[src/rtl/vfd_clk_pkg.sv]
// Shared definitions for the programmable VFD clock divider.
//   VFD_CNT_W       default width of the counter and terminal-count registers
//   VFD_DEFAULT_TC  terminal count in effect after reset (590-cycle period)
//   clk_state_e     divider run-control states
//   period_cycles() full clk_out period, in clk_in cycles, for a given TC
package vfd_clk_pkg;

  localparam int VFD_CNT_W      = 16;
  localparam int VFD_DEFAULT_TC = 294;

  typedef enum logic [1:0] {
    ST_IDLE     = 2'd0,
    ST_RUN      = 2'd1,
    ST_STOPPING = 2'd2
  } clk_state_e;

  // Each half-period lasts TC+1 cycles.
  function automatic int unsigned period_cycles(input int unsigned tc);
    return 2 * (tc + 1);
  endfunction

endpackage

[src/rtl/clk_div_prog.sv]
// Runtime-programmable 50%-duty clock divider for the VFD timing chain.
// clk_out period is 2*(tc_active+1) clk_in cycles. New terminal counts are
// held pending and only take effect where clk_out falls, and stopping
// always lets a high phase finish, so clk_out never produces a runt pulse.
//
// Ports:
//   clk_in       system clock (all logic on its rising edge)
//   reset        synchronous, active-high reset
//   enable       run request, level-sensitive
//   tc_load      one-cycle strobe capturing tc_value
//   tc_value     new terminal count (half-period minus 1)
//   clk_out      divided clock, registered
//   tick         one-cycle pulse in the cycle clk_out rises
//   tc_active    terminal count currently in use
//   upd_pending  a loaded value is waiting for a period boundary
//   running      high in RUN or STOPPING
//
// state       | meaning
// ------------+-------------------------------------------------------
// ST_IDLE     | counter held at 0, clk_out low, TC loads apply at once
// ST_RUN      | counting; clk_out toggles when counter hits tc_active
// ST_STOPPING | enable dropped during high phase; finishing that phase
module clk_div_prog
  import vfd_clk_pkg::*;
#(
  parameter int CNT_W      = VFD_CNT_W,
  parameter int DEFAULT_TC = VFD_DEFAULT_TC
) (
  input  logic             clk_in,
  input  logic             reset,
  input  logic             enable,
  input  logic             tc_load,
  input  logic [CNT_W-1:0] tc_value,
  output logic             clk_out,
  output logic             tick,
  output logic [CNT_W-1:0] tc_active,
  output logic             upd_pending,
  output logic             running
);

  localparam logic [CNT_W-1:0] CNT_ZERO  = '0;
  localparam logic [CNT_W-1:0] CNT_ONE   = CNT_W'(1);
  localparam logic [CNT_W-1:0] TC_RESET  = CNT_W'(DEFAULT_TC);

  clk_state_e       state_q, state_d;
  logic [CNT_W-1:0] cnt_q, cnt_d;
  logic             clk_out_q, clk_out_d;
  logic             tick_q, tick_d;
  logic [CNT_W-1:0] tc_active_q, tc_active_d;
  logic [CNT_W-1:0] tc_pend_q, tc_pend_d;
  logic             upd_pending_q, upd_pending_d;

  logic at_tc;
  logic boundary;

  assign at_tc    = (cnt_q == tc_active_q);
  // clk_out is about to fall: the only point where TC may change or we may stop.
  assign boundary = at_tc && clk_out_q;

  always_comb begin
    state_d       = state_q;
    cnt_d         = cnt_q;
    clk_out_d     = clk_out_q;
    tick_d        = 1'b0;
    tc_active_d   = tc_active_q;
    tc_pend_d     = tc_pend_q;
    upd_pending_d = upd_pending_q;

    case (state_q)
      ST_IDLE: begin
        cnt_d     = CNT_ZERO;
        clk_out_d = 1'b0;
        // clk_out is parked low, so a new TC can be adopted immediately.
        // A value left pending by a low-phase stop is also flushed here.
        if (tc_load) begin
          tc_active_d   = tc_value;
          upd_pending_d = 1'b0;
        end else if (upd_pending_q) begin
          tc_active_d   = tc_pend_q;
          upd_pending_d = 1'b0;
        end
        if (enable) begin
          state_d = ST_RUN;
        end
      end

      ST_RUN, ST_STOPPING: begin
        if (at_tc) begin
          cnt_d     = CNT_ZERO;
          clk_out_d = ~clk_out_q;
          tick_d    = ~clk_out_q;
        end else begin
          cnt_d = cnt_q + CNT_ONE;
        end

        // Apply the old pending value first; a load in the same cycle
        // must wait for the following boundary.
        if (boundary && upd_pending_q) begin
          tc_active_d   = tc_pend_q;
          upd_pending_d = 1'b0;
        end
        if (tc_load) begin
          tc_pend_d     = tc_value;
          upd_pending_d = 1'b1;
        end

        if (enable) begin
          state_d = ST_RUN;
        end else if (!clk_out_q) begin
          state_d   = ST_IDLE;
          cnt_d     = CNT_ZERO;
          clk_out_d = 1'b0;
          tick_d    = 1'b0;
        end else if (boundary) begin
          state_d = ST_IDLE;
        end else begin
          state_d = ST_STOPPING;
        end
      end

      default: begin
        state_d   = ST_IDLE;
        cnt_d     = CNT_ZERO;
        clk_out_d = 1'b0;
      end
    endcase
  end

  always_ff @(posedge clk_in) begin
    if (reset) begin
      state_q       <= ST_IDLE;
      cnt_q         <= CNT_ZERO;
      clk_out_q     <= 1'b0;
      tick_q        <= 1'b0;
      tc_active_q   <= TC_RESET;
      tc_pend_q     <= CNT_ZERO;
      upd_pending_q <= 1'b0;
    end else begin
      state_q       <= state_d;
      cnt_q         <= cnt_d;
      clk_out_q     <= clk_out_d;
      tick_q        <= tick_d;
      tc_active_q   <= tc_active_d;
      tc_pend_q     <= tc_pend_d;
      upd_pending_q <= upd_pending_d;
    end
  end

  assign clk_out     = clk_out_q;
  assign tick        = tick_q;
  assign tc_active   = tc_active_q;
  assign upd_pending = upd_pending_q;
  assign running     = (state_q != ST_IDLE);

endmodule
[config.mk]
export PLATFORM = sky130hd
export DESIGN_NAME = clk_div_prog
export DESIGN_NICKNAME = d
export VERILOG_FILES = /design/src/rtl/vfd_clk_pkg.sv /design/src/rtl/clk_div_prog.sv
export SDC_FILE = /design/constraint.sdc
export NUM_CORES = 1
export LEC_CHECK = 0
export CELL_PAD_IN_SITES_DETAIL_PLACEMENT = 1
export CELL_PAD_IN_SITES_GLOBAL_PLACEMENT = 1
export CORE_ASPECT_RATIO = 0.75
export CORE_MARGIN = 2
export CORE_UTILIZATION = 39
export DETAILED_ROUTE_END_ITERATION = 8
export PLACE_DENSITY = 0.81
export SLEW_MARGIN = 20
export SYNTH_ARGS = -nofsm -noshare
export SYNTH_HDL_FRONTEND = slang
export SYNTH_SLANG_ARGS = --single-unit
[constraint.sdc]
create_clock -name clk_in -period 3.53 [get_ports clk_in]
set_input_delay 1.059 -clock clk_in [delete_from_list [all_inputs] [get_ports clk_in]]
set_output_delay 1.059 -clock clk_in [all_outputs]
set_load 0.1 [all_outputs]
-- Word level (Yosys, flattened, before mapping)
Cells that the tools add are included.
- flip-flop bits (word level): 53
- bits of input ports: 20
- output and inout port bits: 20
- word-level logic and storage cells: 48
- $add $sub $neg: 1
- eq/ne operators: 7
- mux-type cells: 21
- bitwise logic cells: 2
- reductions and logical operators: 10
- operator list (operator ; count):
    16-bit two-way mux ; 6
    16-bit case mux with 2 select lines ; 1
    16-bit by 1-bit adder with 16-bit output (second input constant) ; 1
    16-bit == test ; 1
    1-bit two-way mux ; 8
    2-bit two-way mux ; 4
    3-bit != test (second input constant) ; 2
    2-bit != test (second input constant) ; 2
    2-bit case mux with 2 select lines ; 1
    2-bit AND reduction ; 2
    2-bit nonzero test ; 2
    2-bit OR reduction ; 2
    3-bit AND reduction ; 1
    2-bit by 1-bit == test with 1-bit output (second input constant) ; 1
    2-bit == test (second input constant) ; 1
    1-bit logical AND ; 2
    2-bit zero test ; 1
    1-bit NOT ; 2
    1-bit case mux with 2 select lines ; 1

-- Depth between registers and ports, before layout
- depth after elaboration: 6
- depth in mapped cells: 11
- depth with buffers taken out: 8

-- Least setup slack after synthesis
No wires, ideal clock.
- kind: flip-flop to flip-flop
- start: reg tc_active_q[5], in the netlist tc_active[5]
- end: reg tc_active_q[12], in the netlist tc_active[12]
- library setup time: 0.091 ns
- data arrival time: 2.998 ns
- data required time: 3.439 ns
- setup slack: 0.441 ns
- cell stages (with the launch flop): 11
- buffers on the path: 2
- clock period less this slack: 3.089 ns
- cell sequence: dfxtp_1 -> xnor2_1 -> nand4_1 -> nor4_4 -> buf_2 -> ha_1 -> mux2_2 -> a22o_1 -> buf_2 -> nor2_1 -> a311oi_1
- longest elaborated chain between the ends: 5
- ends and longest elaborated chain (item ; line ; source):
    start: declaration ; clk_div_prog.sv:49 ; logic [CNT_W-1:0] tc_active_q, tc_active_d;
    start signal: assignment ; clk_div_prog.sv:143 ; tc_active_q <= tc_active_d;
    16-bit == test ; clk_div_prog.sv:56 ; assign at_tc = (cnt_q == tc_active_q);
    1-bit logical AND ; clk_div_prog.sv:58 ; assign boundary = at_tc && clk_out_q;
    1-bit logical AND ; clk_div_prog.sv:98 ; if (boundary && upd_pending_q) begin
    2-bit != test (no line) ; - ;
    3-bit AND reduction (no line) ; - ;
No other way between the ends.
A chain may end at the register's enable or synchronous reset.

-- Worst setup path in the final report
- start: reg cnt_q[2]
- end: reg tc_active_q[4], in the netlist tc_active[4]
- longest elaborated chain between the ends: 5
- ends and longest elaborated chain (item ; line ; source):
    start: declaration ; clk_div_prog.sv:46 ; logic [CNT_W-1:0] cnt_q, cnt_d;
    start signal: assignment ; clk_div_prog.sv:140 ; cnt_q <= cnt_d;
    16-bit == test ; clk_div_prog.sv:56 ;
    1-bit logical AND ; clk_div_prog.sv:58 ;
    1-bit logical AND ; clk_div_prog.sv:98 ;
    2-bit != test (no line) ; - ;
    3-bit AND reduction (no line) ; - ;
No other way between the ends.

==> summary.txt <==
STA
  • Final Max Slew Viols: 0
  • Final hold vios: 0
  • Worst slew pin tran: 0.625 ns
  • Relative slew slack: 58.3%
  • Worst Skew: 0.00746 ns
  • Max Clock Freq: 367 MHz
  • Final Critical Period: 2.72 ns
  • Period utilization: 77.1%
  • Setup TNS: 0 ns
  • RSZ-0062 raised after global routing: no
  • Final setup violation count: 0

Worst setup path
  • Critical Path End Type: flip-flop
  • Worst Path Required: 3.74 ns
  • Max Fanout on Critical Path: 32
  • R2r setup slk: 0.81 ns
  • Crit path DAT: 2.93 ns
  • Worst setup path class: reg -> reg
  • CP Launch Type: flip-flop

Drt
  • DR WL/cell: 15.1 um
  • Post-DRT Antenna Nets: 0
  • Vias: 2092
  • Total Wirelength: 6.25 mm
  • DRC viols: 0
  • Via/cell ratio: 5.04
  • Initial DRT Pass Iterations: 4
  • Initial DRC count: 49

Final layout
  • Area grow syn2layout: 20.2%
  • Final Instance Area: 3000 sq um
  • Fin util: 47.9%
  • Share of cells above drive strength 1: 12.0%
  • N_diodes: 0
  • Layout Nets: 361

Global routing
  • Total GRT Usage: 19.3%
  • Initial antenna violation count: 0
  • Number of global-route vias before repair: 2103
  • Largest net degree at the start of global routing: 36
  • First-pass GRT wire length: 10.5 mm
  • Remaining global-route overflow: 0

Synth
  • Synth area leaders: dfxtp_1 (43%), nand2_1 (10%), xnor2_1 (7.4%)
  • Yosys top cell area share: 42.5%
  • Synth cell types: 39
  • Synthesized area per cell: 8.23 sq um
  • Synth Cell Area: 2490 sq um
  • Gate Count Post-Synth: 303
  • Syn Nets: 330
  • Synth Warn #: 0
  • Yosys reg bits: 53
  • Area leader, netlist: dfxtp_1
  • Post-synthesis sequential area ratio: 42.5%

CTS
  • # H-tree levels: 2
  • Hold-fix buffers, CTS: 0
  • Clock slew at reported path FFs: 0.10 ns
  • CTS Buf Count: 5
  • Clock Sinks: 53
  • Number of gates resized after CTS: 0
  • TritonCTS clock tree: yes
  • Worst-Skew Late Latency: 0.31 ns
  • Post-CTS setup buffer count: 0
  • Clk buf depth: 2
  • Root Buffer Master: clkbuf_8

Die
  • Die area: 7060 sq um
  • Die Y: 73.3 um
  • Area of the core: 6260 sq um
  • Starting density of the core: 39.9%
  • Rows: 25
  • Die Wd: 96.4 um
  • # IOs: 40

Power
  • Pwr dens: 465 nW/um^2
  • Leakage power: 0.00106 uW
  • Peak supply drop: 0.000189 V

Job
  • Max Cap Violations: 0

Placement
  • Dpl hpwl: 4.53 mm
  • Port Buffers: 39
  • Post-DP Area: 2890 sq um
  • Routability Congestion: 0.740

Run status
  • Status: completed

Worst hold path
  • Min-delay worst type: reg -> reg
[critical path: stages (launching register included)]
cell and delay (ns):
dfxtp_1 0.53, xnor2_1 0.17, nand4_1 0.19, nor4_4 0.28, buf_4 0.28, ha_1 0.22, mux2_2 0.17, a22o_1 0.14
buf_4 0.28, nor2_1 0.08, a311oi_1 0.29
[area by class of cell]
class / count / area [sq um]
Tap cell: 81 / 101
Clock inverter: 2 / 38.8
Multi-Input combinational cell: 220 / 1310
Fill cell: 771 / 3260
Timing Repair Buffer: 44 / 378
Sequential cell: 53 / 1060
Clock buffer: 5 / 68.8
Inverter: 10 / 37.5
[cell families after synthesis]
kind of cell | share of synthesized area [%]
muxes | 0.853
AOI/OAI and AO/OA | 11.7
buffers and inverters | 4.81
adders and majority gates | 3.51
DFF | 42.5
xor gates and xnor gates | 9.48
and+or+nand+nor | 27.1
[placed cells by master, fill, tap and decap left out, types with 2 or more instances in the layout]
| cell | netlist | routed |
|---|---|---|
| dfxtp_1 | 53 | 53 |
| xnor2_1 | 21 | 21 |
| a211oi_1 | 2 | 2 |
| nand2_1 | 68 | 68 |
| xor2_1 | 6 | 6 |
| nor3_1 | 17 | 17 |
| nand3_1 | 7 | 7 |
| clkdlybuf4s50_1 | 0 | 19 |
| buf_4 | 0 | 25 |
| inv_1 | 10 | 10 |
| o21ai_0 | 3 | 3 |
| a21oi_1 | 17 | 17 |
| or3_1 | 2 | 2 |
| and2_1 | 2 | 2 |
| nor2_1 | 21 | 21 |
| nand4_1 | 7 | 7 |
| o21bai_1 | 4 | 4 |
| clkbuf_8 | 0 | 5 |
| a311oi_1 | 12 | 12 |
| ha_1 | 7 | 7 |
| nor2b_1 | 3 | 3 |
| and3_1 | 4 | 4 |
[cell usage after synthesis, drive strengths merged]
cell type,instances
xnor2,21
nor3b,1
inv,10
nand3,7
o21bai,4
a22o,1
nor4,2
nor2,21
a32oi,1
and2,2
and3,5
a211oi,3
nor3,17
o31ai,1
or4,1
nand4,8
nor2b,3
mux2i,1
dfxtp,53
or2,1
buf,5
a21oi,17
nand2,68
xor2,6
o21ai,4
a311oi,12
or3,2
clkbuf,15
and4,2
nand2b,1
ha,7
mux2,1
[layer usage]
layer,vias up,GRT usage [%],routed length (um)
li1,1091,-,-
met1,974,26.8,3130
met2,25,30.9,2940
met3,2,4.31,151
met4,0,4.23,26
met5,-,0,0
[power breakdown]
part           switching [uW]  internal, uW
Sequential               26.0           625
Combinational             233          90.5
Clock                     209           210
Total                     468           926
[through the flow]
step	total power, uW	instances	hold WS [ns]	setup slack, ns
after floorplan	902	303	0.437	0.441
after global placement	983	408	0.442	0.781
after detailed placement	992	408	0.449	0.667
after CTS	1410	415	0.463	0.811
after global routing	1450	415	0.481	0.626
final	1390	415	0.461	0.808
[worst paths after layout]
path                     start      endpoint  depth (start not counted)
setup / recovery      cnt_q[2]  tc_active[4]                         10
hold / removal    tc_pend_q[4]  tc_pend_q[4]                          2
setup reg to reg      cnt_q[2]  tc_active[4]                         10
hold reg to reg   tc_pend_q[4]  tc_pend_q[4]                          2
[state kept, by name, indices dropped and copies added (netlist names)]
register and flops:
state_q 2, tc_active 16, tick 1, clk_out 1
cnt_q 16, upd_pending 1, tc_pend_q 16
(Power assumes the default switching activity.)
